--- src/rtl/fir_pkg.sv ---
// Shared FIR helpers: accumulator sizing, default coefficients, saturation classifier.
package fir_pkg;

    typedef enum logic [1:0] {
        SAT_NONE = 2'd0,
        SAT_POS  = 2'd1,
        SAT_NEG  = 2'd2
    } sat_e;

    localparam int FIR_DEFAULT_TAPS = 3;
    localparam int FIR_DEFAULT_COEFS [FIR_DEFAULT_TAPS] = '{-38, 63, 37};

    function automatic int acc_width(input int data_w, input int coef_w, input int taps);
        return data_w + coef_w + $clog2(taps);
    endfunction

    // Classifies a sign-extended value against the signed range of out_w bits.
    function automatic sat_e saturate(input logic signed [63:0] value, input int out_w);
        logic signed [63:0] max_v;
        logic signed [63:0] min_v;
        max_v = (64'sd1 <<< (out_w - 1)) - 64'sd1;
        min_v = -(64'sd1 <<< (out_w - 1));
        if (value > max_v) begin
            return SAT_POS;
        end
        if (value < min_v) begin
            return SAT_NEG;
        end
        return SAT_NONE;
    endfunction

endpackage

--- src/rtl/fir_saturate.sv ---
// Combinational floor shift (arithmetic right by SHIFT) followed by signed saturation.
module fir_saturate
    import fir_pkg::*;
#(
    parameter int IN_WIDTH  = 18,
    parameter int OUT_WIDTH = 8,
    parameter int SHIFT     = 7
) (
    input  logic signed [IN_WIDTH-1:0]  din,
    output logic signed [OUT_WIDTH-1:0] dout
);

    logic signed [IN_WIDTH-1:0] shifted;
    logic signed [63:0]         wide;
    sat_e                       sat;

    always_comb begin
        shifted = din >>> SHIFT;
        wide    = 64'(shifted);
        sat     = saturate(wide, OUT_WIDTH);
        case (sat)
            SAT_POS: dout = {1'b0, {(OUT_WIDTH-1){1'b1}}};
            SAT_NEG: dout = {1'b1, {(OUT_WIDTH-1){1'b0}}};
            default: dout = wide[OUT_WIDTH-1:0];
        endcase
    end

endmodule

--- src/rtl/fir_filter.sv ---
// Direct-form FIR: delay line, registered products, summing + saturating output stage.
// FIR_COEF_LOAD_EN adds writable coefficients; each sample keeps the coefficients live at its capture.
module fir_filter
    import fir_pkg::*;
#(
    parameter int DATA_WIDTH = 8,
    parameter int COEF_WIDTH = 8,
    parameter int NUM_TAPS   = 3,
    parameter int FRAC_BITS  = 7,
    parameter int COEFS [NUM_TAPS] = FIR_DEFAULT_COEFS,
    localparam int ADDR_WIDTH = (NUM_TAPS > 1) ? $clog2(NUM_TAPS) : 1
) (
    input  logic                         clk,
    input  logic                         rst,
    input  logic signed [DATA_WIDTH-1:0] in,
    input  logic                         in_valid,
`ifdef FIR_COEF_LOAD_EN
    input  logic                         coef_wr_en,
    input  logic [ADDR_WIDTH-1:0]        coef_wr_addr,
    input  logic signed [COEF_WIDTH-1:0] coef_wr_data,
`endif
    output logic signed [DATA_WIDTH-1:0] out,
    output logic                         out_valid
);

    localparam int PROD_WIDTH = DATA_WIDTH + COEF_WIDTH;
    localparam int ACC_WIDTH  = acc_width(DATA_WIDTH, COEF_WIDTH, NUM_TAPS);

    logic signed [DATA_WIDTH-1:0] x_q [NUM_TAPS];
    logic signed [DATA_WIDTH-1:0] x_d [NUM_TAPS];
    logic                         x_valid_q, x_valid_d;
    logic signed [COEF_WIDTH-1:0] tap_coef [NUM_TAPS];
    logic signed [PROD_WIDTH-1:0] prod_q [NUM_TAPS];
    logic signed [PROD_WIDTH-1:0] prod_d [NUM_TAPS];
    logic                         valid_s1_q, valid_s1_d;
    logic signed [ACC_WIDTH-1:0]  acc;
    logic signed [DATA_WIDTH-1:0] sat_out;
    logic signed [DATA_WIDTH-1:0] out_q, out_d;
    logic                         out_valid_q, out_valid_d;

    always_comb begin
        x_valid_d = in_valid;
        for (int k = 0; k < NUM_TAPS; k++) begin
            x_d[k] = x_q[k];
        end
        if (in_valid) begin
            x_d[0] = in;
            for (int k = 1; k < NUM_TAPS; k++) begin
                x_d[k] = x_q[k-1];
            end
        end
    end

`ifdef FIR_COEF_LOAD_EN
    // Slot k carries the coefficients c[k..NUM_TAPS-1] as they were when its sample was
    // captured, so a coefficient write never reaches samples already in the delay line.
    localparam int TRI_SIZE = NUM_TAPS * (NUM_TAPS + 1) / 2;

    function automatic int tri_idx(input int k, input int j);
        return k * NUM_TAPS - (k * (k - 1)) / 2 + (j - k);
    endfunction

    logic signed [COEF_WIDTH-1:0] coef_q [NUM_TAPS];
    logic signed [COEF_WIDTH-1:0] coef_d [NUM_TAPS];
    logic signed [COEF_WIDTH-1:0] snap_q [TRI_SIZE];
    logic signed [COEF_WIDTH-1:0] snap_d [TRI_SIZE];

    always_comb begin
        for (int k = 0; k < NUM_TAPS; k++) begin
            coef_d[k] = coef_q[k];
            if (coef_wr_en && (coef_wr_addr == ADDR_WIDTH'(k))) begin
                coef_d[k] = coef_wr_data;
            end
        end
    end

    always_comb begin
        for (int e = 0; e < TRI_SIZE; e++) begin
            snap_d[e] = snap_q[e];
        end
        if (in_valid) begin
            for (int j = 0; j < NUM_TAPS; j++) begin
                snap_d[tri_idx(0, j)] = coef_q[j];
            end
            for (int k = 1; k < NUM_TAPS; k++) begin
                for (int j = k; j < NUM_TAPS; j++) begin
                    snap_d[tri_idx(k, j)] = snap_q[tri_idx(k - 1, j)];
                end
            end
        end
    end

    always_ff @(posedge clk or negedge rst) begin
        if (!rst) begin
            for (int k = 0; k < NUM_TAPS; k++) begin
                coef_q[k] <= COEF_WIDTH'(COEFS[k]);
                for (int j = k; j < NUM_TAPS; j++) begin
                    snap_q[tri_idx(k, j)] <= COEF_WIDTH'(COEFS[j]);
                end
            end
        end else begin
            coef_q <= coef_d;
            snap_q <= snap_d;
        end
    end

    generate
        for (genvar gi = 0; gi < NUM_TAPS; gi++) begin : g_tap_coef
            assign tap_coef[gi] = snap_q[tri_idx(gi, gi)];
        end
    endgenerate
`else
    generate
        for (genvar gi = 0; gi < NUM_TAPS; gi++) begin : g_tap_coef
            assign tap_coef[gi] = COEF_WIDTH'(COEFS[gi]);
        end
    endgenerate
`endif

    generate
        for (genvar gi = 0; gi < NUM_TAPS; gi++) begin : g_prod
            assign prod_d[gi] = PROD_WIDTH'(x_q[gi]) * PROD_WIDTH'(tap_coef[gi]);
        end
    endgenerate

    always_comb begin
        valid_s1_d  = x_valid_q;
        out_valid_d = valid_s1_q;
        acc         = '0;
        for (int k = 0; k < NUM_TAPS; k++) begin
            acc = acc + ACC_WIDTH'(prod_q[k]);
        end
        out_d = valid_s1_q ? sat_out : out_q;
    end

    fir_saturate #(
        .IN_WIDTH  (ACC_WIDTH),
        .OUT_WIDTH (DATA_WIDTH),
        .SHIFT     (FRAC_BITS)
    ) u_saturate (
        .din  (acc),
        .dout (sat_out)
    );

    always_ff @(posedge clk or negedge rst) begin
        if (!rst) begin
            for (int k = 0; k < NUM_TAPS; k++) begin
                x_q[k]    <= '0;
                prod_q[k] <= '0;
            end
            x_valid_q   <= 1'b0;
            valid_s1_q  <= 1'b0;
            out_q       <= '0;
            out_valid_q <= 1'b0;
        end else begin
            x_q         <= x_d;
            prod_q      <= prod_d;
            x_valid_q   <= x_valid_d;
            valid_s1_q  <= valid_s1_d;
            out_q       <= out_d;
            out_valid_q <= out_valid_d;
        end
    end

    assign out       = out_q;
    assign out_valid = out_valid_q;

endmodule

--- config.mk ---
export PLATFORM = sky130hd
export DESIGN_NAME = fir_filter
export DESIGN_NICKNAME = d
export VERILOG_FILES = /design/src/rtl/fir_pkg.sv /design/src/rtl/fir_saturate.sv /design/src/rtl/fir_filter.sv
export SDC_FILE = /design/constraint.sdc
export NUM_CORES = 1
export LEC_CHECK = 0
export CAP_MARGIN = 5
export CORE_AREA = 4 4 118 120
export DETAILED_ROUTE_END_ITERATION = 10
export DIE_AREA = 0 0 122 124
export GPL_ROUTABILITY_DRIVEN = 0
export PLACE_DENSITY = 0.75
export SYNTH_ARGS = -nofsm -noshare
export SYNTH_HDL_FRONTEND = slang
export SYNTH_HIERARCHICAL = 1
export SYNTH_SLANG_ARGS = --single-unit
--- constraint.sdc ---
create_clock -name clk -period 4.55 [get_ports clk]
set_clock_uncertainty 0.1 [all_clocks]
set_input_delay 0.91 -clock clk [delete_from_list [all_inputs] [get_ports clk]]
set_output_delay 0.91 -clock clk [all_outputs]
set_load 0.01 [all_outputs]
==> flow_metrics.py, run 1 <==
metrics = {
    "synth": {
        "yosys_warnings": 6,
        "syn_nets": 824,
        "syn_area_per_cell_um2": 10.8,
        "synth_area_mm2": 0.00692,
        "synth_cells": 642,
    },
    "floorplanning": {
        "dieArea_mm2": 0.0151,
        "die_x_um": 122,
        "num_rows": 42,
        "die_y_um": 124,
        "num_io_pins": 20,
        "start_util_pct": 53.3,
        "core_mm2": 0.0130,
    },
    "final_layout": {
        "final_nets": 842,
        "num_antenna_cells": 0,
        "syn2layout_area_growth_pct": 9.52,
        "nFillCells": 1071,
        "drive_gt1_share_pct": 7.37,
    },
    "clock_tree": {
        "cts_buffers": 9,
        "clock_latency_ns": 0.35,
        "cts_resized": 0,
        "clk_path_buf_depth": 2,
        "cts.reportedPaths.clkPinSlew_ns": 0.07,
        "post_cts_buffers": 0,
        "cts_tree": "yes",
        "cts-root-buf": "clkbuf_16",
        "cts_hold_buffers": 0,
        "htreeDepth": 3,
        "cts_sinks": 79,
    },
    "detailed_routing": {
        "drt_iter0_drc": 198,
        "drt_first_pass_iters": 4,
        "via_per_inst": 5.38,
        "wirelength_mm": 13.8,
        "final_antenna_net_count": 0,
        "drc": 0,
        "wl_per_cell_um": 16.4,
        "vias": 4524,
    },
    "setup_path": {
        "endpoint_kind": "flip-flop",
        "crit_fanout": 9,
        "cp-start-kind": "flip-flop",
        "required_ns": 4.71,
        "arrival_ns": 4.42,
        "critical_path_class": "reg -> reg",
    },
    "sta": {
        "fin_crit_sh_pct": 93.6,
        "setup_viol": 0,
        "drv_slew": 0,
        "tightest_slew_ns": 0.986,
        "maxSlewHeadroom_pct": 34.3,
        "hold_violations": 0,
        "rsz0062_at_grt": "no",
        "fmax_mhz": 235,
        "min_period_ns": 4.26,
        "fin_tns_setup_ns": 0,
    },
    "global_routing": {
        "grt_pass1_wl_mm": 23.0,
        "antenna_found_initial": 0,
        "grt_max_degree": 80,
        "grt_pass1_vias": 4767,
        "grt.total_usage_pct": 19.8,
        "overflow": 0,
    },
    "flow_run": {
        "maxCapViolCount": 0,
    },
    "place": {
        "hpwl_mm": 11.0,
        "port_buffers": 19,
    },
    "run_status": {
        "status": "finished, final reports clean",
    },
    "hold_path": {
        "hold_path.class": "reg -> reg",
    },
}
layout by cell type, fill, tap and decap left out, types with 9 or more instances in the layout:
master / count
dfrtp_1: 77
a21oi_1: 34
fa_1: 62
clkbuf_16: 9
a21o_1: 13
xor2_1: 11
clkdlybuf4s50_1: 18
nor2_1: 13
ha_1: 109
inv_1: 97
nand2_1: 29
mux2_2: 16
o21ai_0: 37
xnor2_1: 35
nor3_1: 10
per-stage QoR:
| stage | hold slack, ns | cell area, um^2 | utilization, % | setup slack [ns] | cells |
|---|---|---|---|---|---|
| 2_1_floorplan | 0.231 | 6920 | - | 0.486 | 642 |
| 3_3_place_gp | 0.232 | 7270 | 56.0 | 0.432 | 825 |
| 3_5_place_dp | 0.271 | 7270 | 56.0 | 0.232 | 825 |
| 4_1_cts | 0.286 | 7580 | 58.4 | 0.209 | 841 |
| 5_1_grt | 0.284 | 7580 | 58.4 | 0.0250 | 841 |
| 6_report | 0.274 | 7580 | 58.4 | 0.289 | 841 |
routing by layer:
metal	track usage, %	wire length (um)
met4	5.60	275
met1	23.7	5910
met2	35.6	7150
met5	0	0
met3	4.54	452
flip-flops by register name (all words and copies together) (netlist names):
| signal | cells |
|---|---|
| out | 8 |
| out_valid | 1 |
| out_valid_d | 1 |
| prod_q | 44 |
| valid_s1_d | 1 |
| x_q | 24 |
path summary, 6_finish.rpt:
kind | to | from | slack (ns) | cells after the start
min reg2reg | out_valid_d | valid_s1_d | 0.27 | 0
max in group asynchronous | x_q[11] | rst | 3.02 | 1
max | prod_q[30] | x_q[13] | 0.29 | 13
max reg2reg | prod_q[30] | x_q[13] | 0.29 | 13
min in group asynchronous | prod_q[14] | rst | 0.62 | 1
min | out_valid_d | valid_s1_d | 0.27 | 0
final cells by class:
type / count / area [um^2] / share of cell area (%)
Timing Repair Buffer: 21 / 203 / 2.67
Clock inverter: 7 / 86.3 / 1.14
Multi-Input combinational cell: 452 / 4500 / 59.4
Clock buffer: 9 / 225 / 2.97
Inverter: 97 / 364 / 4.80
Tap cell: 176 / 220 / 2.90
Sequential cell: 79 / 1980 / 26.1
critical path, stage by stage (launching register included):
cell	delay [ns]
dfrtp_1	0.55
fa_1	0.49
ha_1	0.33
fa_1	0.55
inv_1	0.06
fa_1	0.52
inv_1	0.05
ha_1	0.23
nor2_1	0.13
o21ai_0	0.15
a2111oi_2	0.51
o21ai_0	0.16
a21oi_1	0.19
xnor2_1	0.15
Power of run 1 is left out: the tool's default activity adds up to more than one toggle a clock period on the data nets, which glitch-free logic cannot reach.
==> run 2: changes to the inputs <==
REMOVE_ABC_BUFFERS = 1   (was not set)
==> flow_metrics.py, run 2 (synthesis gave the netlist of run 1 again) <==
metrics = {
    "global_routing": {
        "grt_use_met1_pct": 23.9,
        "overflow": 0,
        "grt.total_usage_pct": 20.3,
        "antenna_found_initial": 0,
        "grt_max_degree": 80,
        "grt_pass1_vias": 4932,
        "grt_pass1_wl_mm": 23.6,
        "grt_use_met2_pct": 36.3,
        "grt.busiest_layer": "met2",
        "use_met3_pct": 4.68,
    },
    "setup_path": {
        "critPathMaxStageDelay_ns": 0.62,
        "critical_path_class": "reg -> reg",
        "cp-start-kind": "flip-flop",
        "cp_cell_sequence": "fa_1 -> fa_1 -> fa_1 -> inv_1 -> fa_1 -> inv_1 -> ha_1 -> o21a_1 -> a2111oi_2 -> o21ai_0 -> a21oi_1 -> xnor2_1",
        "path_delay_family": "adder cells",
        "arrival_ns": 4.46,
        "critPathSlowestCell": "fa_1",
        "path_buf_inv": 2,
        "required_ns": 4.72,
        "crit_fanout": 8,
        "endpoint_kind": "flip-flop",
        "path_common_cell": "fa_1",
    },
    "detailed_routing": {
        "drt_first_pass_iters": 4,
        "final_antenna_net_count": 0,
        "wirelength_mm": 14.1,
        "drt_iter0_drc": 221,
        "via_per_inst": 5.52,
        "drc": 0,
        "vias": 4652,
        "wl_per_cell_um": 16.8,
    },
    "floorplanning": {
        "die_x_um": 122,
        "num_rows": 42,
        "start_util_pct": 53.3,
        "core_mm2": 0.0130,
        "num_io_pins": 20,
        "die_y_um": 124,
        "dieArea_mm2": 0.0151,
    },
    "final_layout": {
        "final_nets": 844,
        "final_cell_mix": "ha_1, inv_1, dfrtp_1, fa_1, o21ai_0",
        "nFillCells": 1091,
        "drive_gt1_share_pct": 7.35,
        "syn2layout_area_growth_pct": 9.07,
        "top_register": "prod_q",
        "largest_reg_flops": 44,
        "num_antenna_cells": 0,
        "final_common_cell": "ha_1",
    },
    "hold_path": {
        "hold_path.class": "reg -> reg",
    },
    "sta": {
        "rsz0062_at_grt": "no",
        "min_period_ns": 4.29,
        "hold_ws_ns": 0.257,
        "drv_slew": 0,
        "setup_viol": 0,
        "fmax_mhz": 233,
        "maxSlewHeadroom_pct": 25.2,
        "fin_tns_setup_ns": 0,
        "tightest_slew_ns": 1.12,
        "hold_violations": 0,
        "fin_crit_sh_pct": 94.3,
    },
    "clock_tree": {
        "cts_sinks": 79,
        "cts.reportedPaths.clkPinSlew_ns": 0.06,
        "htreeDepth": 3,
        "cts_tree": "yes",
        "cts_buffers": 9,
        "cts-root-buf": "clkbuf_16",
        "clk_path_buf_depth": 2,
        "clock_latency_ns": 0.35,
    },
    "run_status": {
        "status": "finished, final reports clean",
    },
    "place": {
        "port_buffers": 19,
        "hpwl_mm": 11.4,
    },
    "flow_run": {
        "maxCapViolCount": 0,
    },
}
## run 2: changes by cell type in the layout (fill, tap and decap cells not counted)
cell        delta
inv_6          -2
dfrtp_1        +1
bufinv_16      -1
buf_4          +2
dfrtp_2        -1
clkinv_4       -1
clkbuf_1       +1
clkinv_2       +3
clkinvlp_4     +2
inv_8          -2
## run 2: metal layers
layer	up-vias	part of all wire (%)
li1	2198	-
met1	2315	42
met2	110	51
met3	29	3.6
met4	0	3.2
met5	-	0
## run 2: path summary, 6_finish.rpt
path / startpoint / endpoint / slack, ns / cells past startpoint
min in group asynchronous: rst / out[5] / 0.61 / 1
min: valid_s1_d / out_valid_d / 0.26 / 0
max: x_q[12] / prod_q[30] / 0.26 / 12
max in group asynchronous: rst / x_q[14] / 3.03 / 1
max reg2reg: x_q[12] / prod_q[30] / 0.26 / 12
min reg2reg: valid_s1_d / out_valid_d / 0.26 / 0
## run 2: area by class of cell
| type | count | area [um^2] | share of cell area [%] |
|---|---|---|---|
| clock inverter | 6 | 37.5 | 0.497 |
| timing repair buffer | 23 | 218 | 2.88 |
| tap | 176 | 220 | 2.92 |
| inverter | 97 | 364 | 4.82 |
| multi-input combinational | 452 | 4500 | 59.7 |
| clock buffer | 10 | 229 | 3.03 |
| sequential | 79 | 1980 | 26.2 |
## run 2: what timing repair did
action / 4_1_cts / 5_1_grt
gates resized for setup: 0 / 1
setup buffers: 0 / 0
hold buffers: 0 / 0
setup endpoints to repair: 0 / 2
## run 2: stage by stage
step	util (%)	instances	worst slack, ns	cell area [um^2]
after floorplan	-	628	0.568	6850
after global routing	58.2	843	0.0733	7550
after global placement	56.1	827	0.426	7280
after detailed placement	56.1	827	0.231	7280
after CTS	58.2	843	0.231	7550
final	58.2	843	0.259	7550
Power of run 2 is left out for the same reason.
==> run 3: changes to the inputs <==
GPL_TIMING_DRIVEN = 0   (was not set)
==> flow_metrics.py, run 3 (synthesis gave the netlist of run 1 again) <==
metrics = {
    "final_layout": {
        "utilization_pct": 58.6,
        "final_cell_mix": "ha_1, inv_1, dfrtp_1, fa_1, o21ai_0",
        "syn2layout_area_growth_pct": 9.85,
        "final_area_mm2": 0.00760,
        "largest_reg_flops": 44,
        "top_register": "prod_q",
        "num_antenna_cells": 0,
        "drive_gt1_share_pct": 8.68,
        "final_nets": 845,
        "final_common_cell": "ha_1",
    },
    "sta": {
        "min_period_ns": 4.33,
        "fmax_mhz": 231,
        "hold_violations": 0,
        "setup_viol": 0,
        "maxSlewHeadroom_pct": 53.4,
        "rsz0062_at_grt": "no",
        "fin_crit_sh_pct": 95.1,
        "fin_tns_setup_ns": 0,
        "tightest_slew_ns": 0.697,
        "drv_slew": 0,
    },
    "detailed_routing": {
        "drt_first_pass_iters": 5,
        "drt_iter0_drc": 353,
        "vias": 4600,
        "wirelength_mm": 13.4,
        "wl_per_cell_um": 15.8,
        "final_antenna_net_count": 0,
        "drc": 0,
        "via_per_inst": 5.45,
    },
    "setup_path": {
        "crit_fanout": 8,
        "required_ns": 4.68,
        "arrival_ns": 4.46,
        "endpoint_kind": "flip-flop",
        "critical_path_class": "reg -> reg",
        "cp-start-kind": "flip-flop",
    },
    "floorplanning": {
        "num_rows": 42,
        "die_y_um": 124,
        "dieArea_mm2": 0.0151,
        "core_mm2": 0.0130,
        "die_x_um": 122,
        "num_io_pins": 20,
        "start_util_pct": 53.3,
    },
    "flow_run": {
        "maxCapViolCount": 0,
    },
    "place": {
        "placed_area_mm2": 0.00728,
        "hpwl_mm": 10.6,
        "port_buffers": 19,
    },
    "clock_tree": {
        "cts.reportedPaths.clkPinSlew_ns": 0.07,
        "clock_latency_ns": 0.34,
        "clk_path_buf_depth": 2,
        "cts_buffers": 9,
        "cts-root-buf": "clkbuf_16",
        "cts_tree": "yes",
        "htreeDepth": 3,
        "cts_sinks": 79,
    },
    "global_routing": {
        "grt_use_met2_pct": 33.0,
        "grt_pass1_vias": 4679,
        "grt_pass1_wl_mm": 22.7,
        "antenna_found_initial": 0,
        "grt.busiest_layer": "met2",
        "grt.total_usage_pct": 19.0,
        "grt_max_degree": 45,
        "grt_use_met1_pct": 25.1,
        "overflow": 0,
        "use_met3_pct": 2.36,
    },
    "run_status": {
        "status": "finished, final reports clean",
    },
    "hold_path": {
        "hold_path.class": "reg -> reg",
    },
}
[run 3: cell types whose count changed in the layout (fill, tap and decap cells not counted)]
cell             change
clkdlybuf4s50_1      -1
clkinvlp_4           -2
buf_12               +1
inv_6                +3
clkbuf_1             -1
buf_2                +1
inv_8                +2
clkinv_2             -3
dfrtp_2              +6
dfrtp_1              -6
clkinv_8             +1
[run 3: critical path, cell delays in order, from the launching register on]
cell	delay, ns
dfrtp_2	0.51
fa_1	0.59
fa_1	0.45
fa_1	0.54
inv_1	0.05
fa_1	0.49
inv_1	0.04
ha_1	0.32
o21a_1	0.15
a2111oi_2	0.40
o21ai_0	0.17
a21oi_1	0.20
xnor2_1	0.19
[run 3: cell type report]
class                   count  area [um^2]
multi-input cells         452         4500
inverters                  97          364
repair buffers             24          233
clock inverters             7         72.6
well taps                 176          220
fillers                  1071         5380
clock buffers               9          225
flip-flops and latches     79         1990
[run 3: timing repair]
item | CTS | global route
buffers inserted | 0 | 3
hold buffers | 0 | 0
gates resized for setup | 1 | 6
setup endpoints to repair | 2 | 3
[run 3: worst paths after layout]
| kind | startpoint | to | slack (ns) | cells past startpoint |
|---|---|---|---|---|
| max | x_q[12] | prod_q[30] | 0.22 | 12 |
| min | valid_s1_d | out_valid_d | 0.26 | 0 |
| max reg2reg | x_q[12] | prod_q[30] | 0.22 | 12 |
| min reg2reg | valid_s1_d | out_valid_d | 0.26 | 0 |
| max in group asynchronous | rst | x_q[15] | 3.33 | 2 |
| min in group asynchronous | rst | out[6] | 0.43 | 1 |
[run 3: metrics by stage]
step	worst slack, ns	std cells	hold WS (ns)
after floorplan	0.568	628	0.231
after CTS	0.120	841	0.270
after global routing	0.0326	844	0.279
after global placement	-0.145	823	0.232
final	0.223	844	0.265
after detailed placement	-0.0217	825	0.254
[run 3: metal layers]
metal	vias to the layer above	part of all wire (%)
li1	2201	-
met1	2272	44
met2	105	51
met5	-	0
met4	0	1.8
met3	22	3.2
Power of run 3 is left out for the same reason.
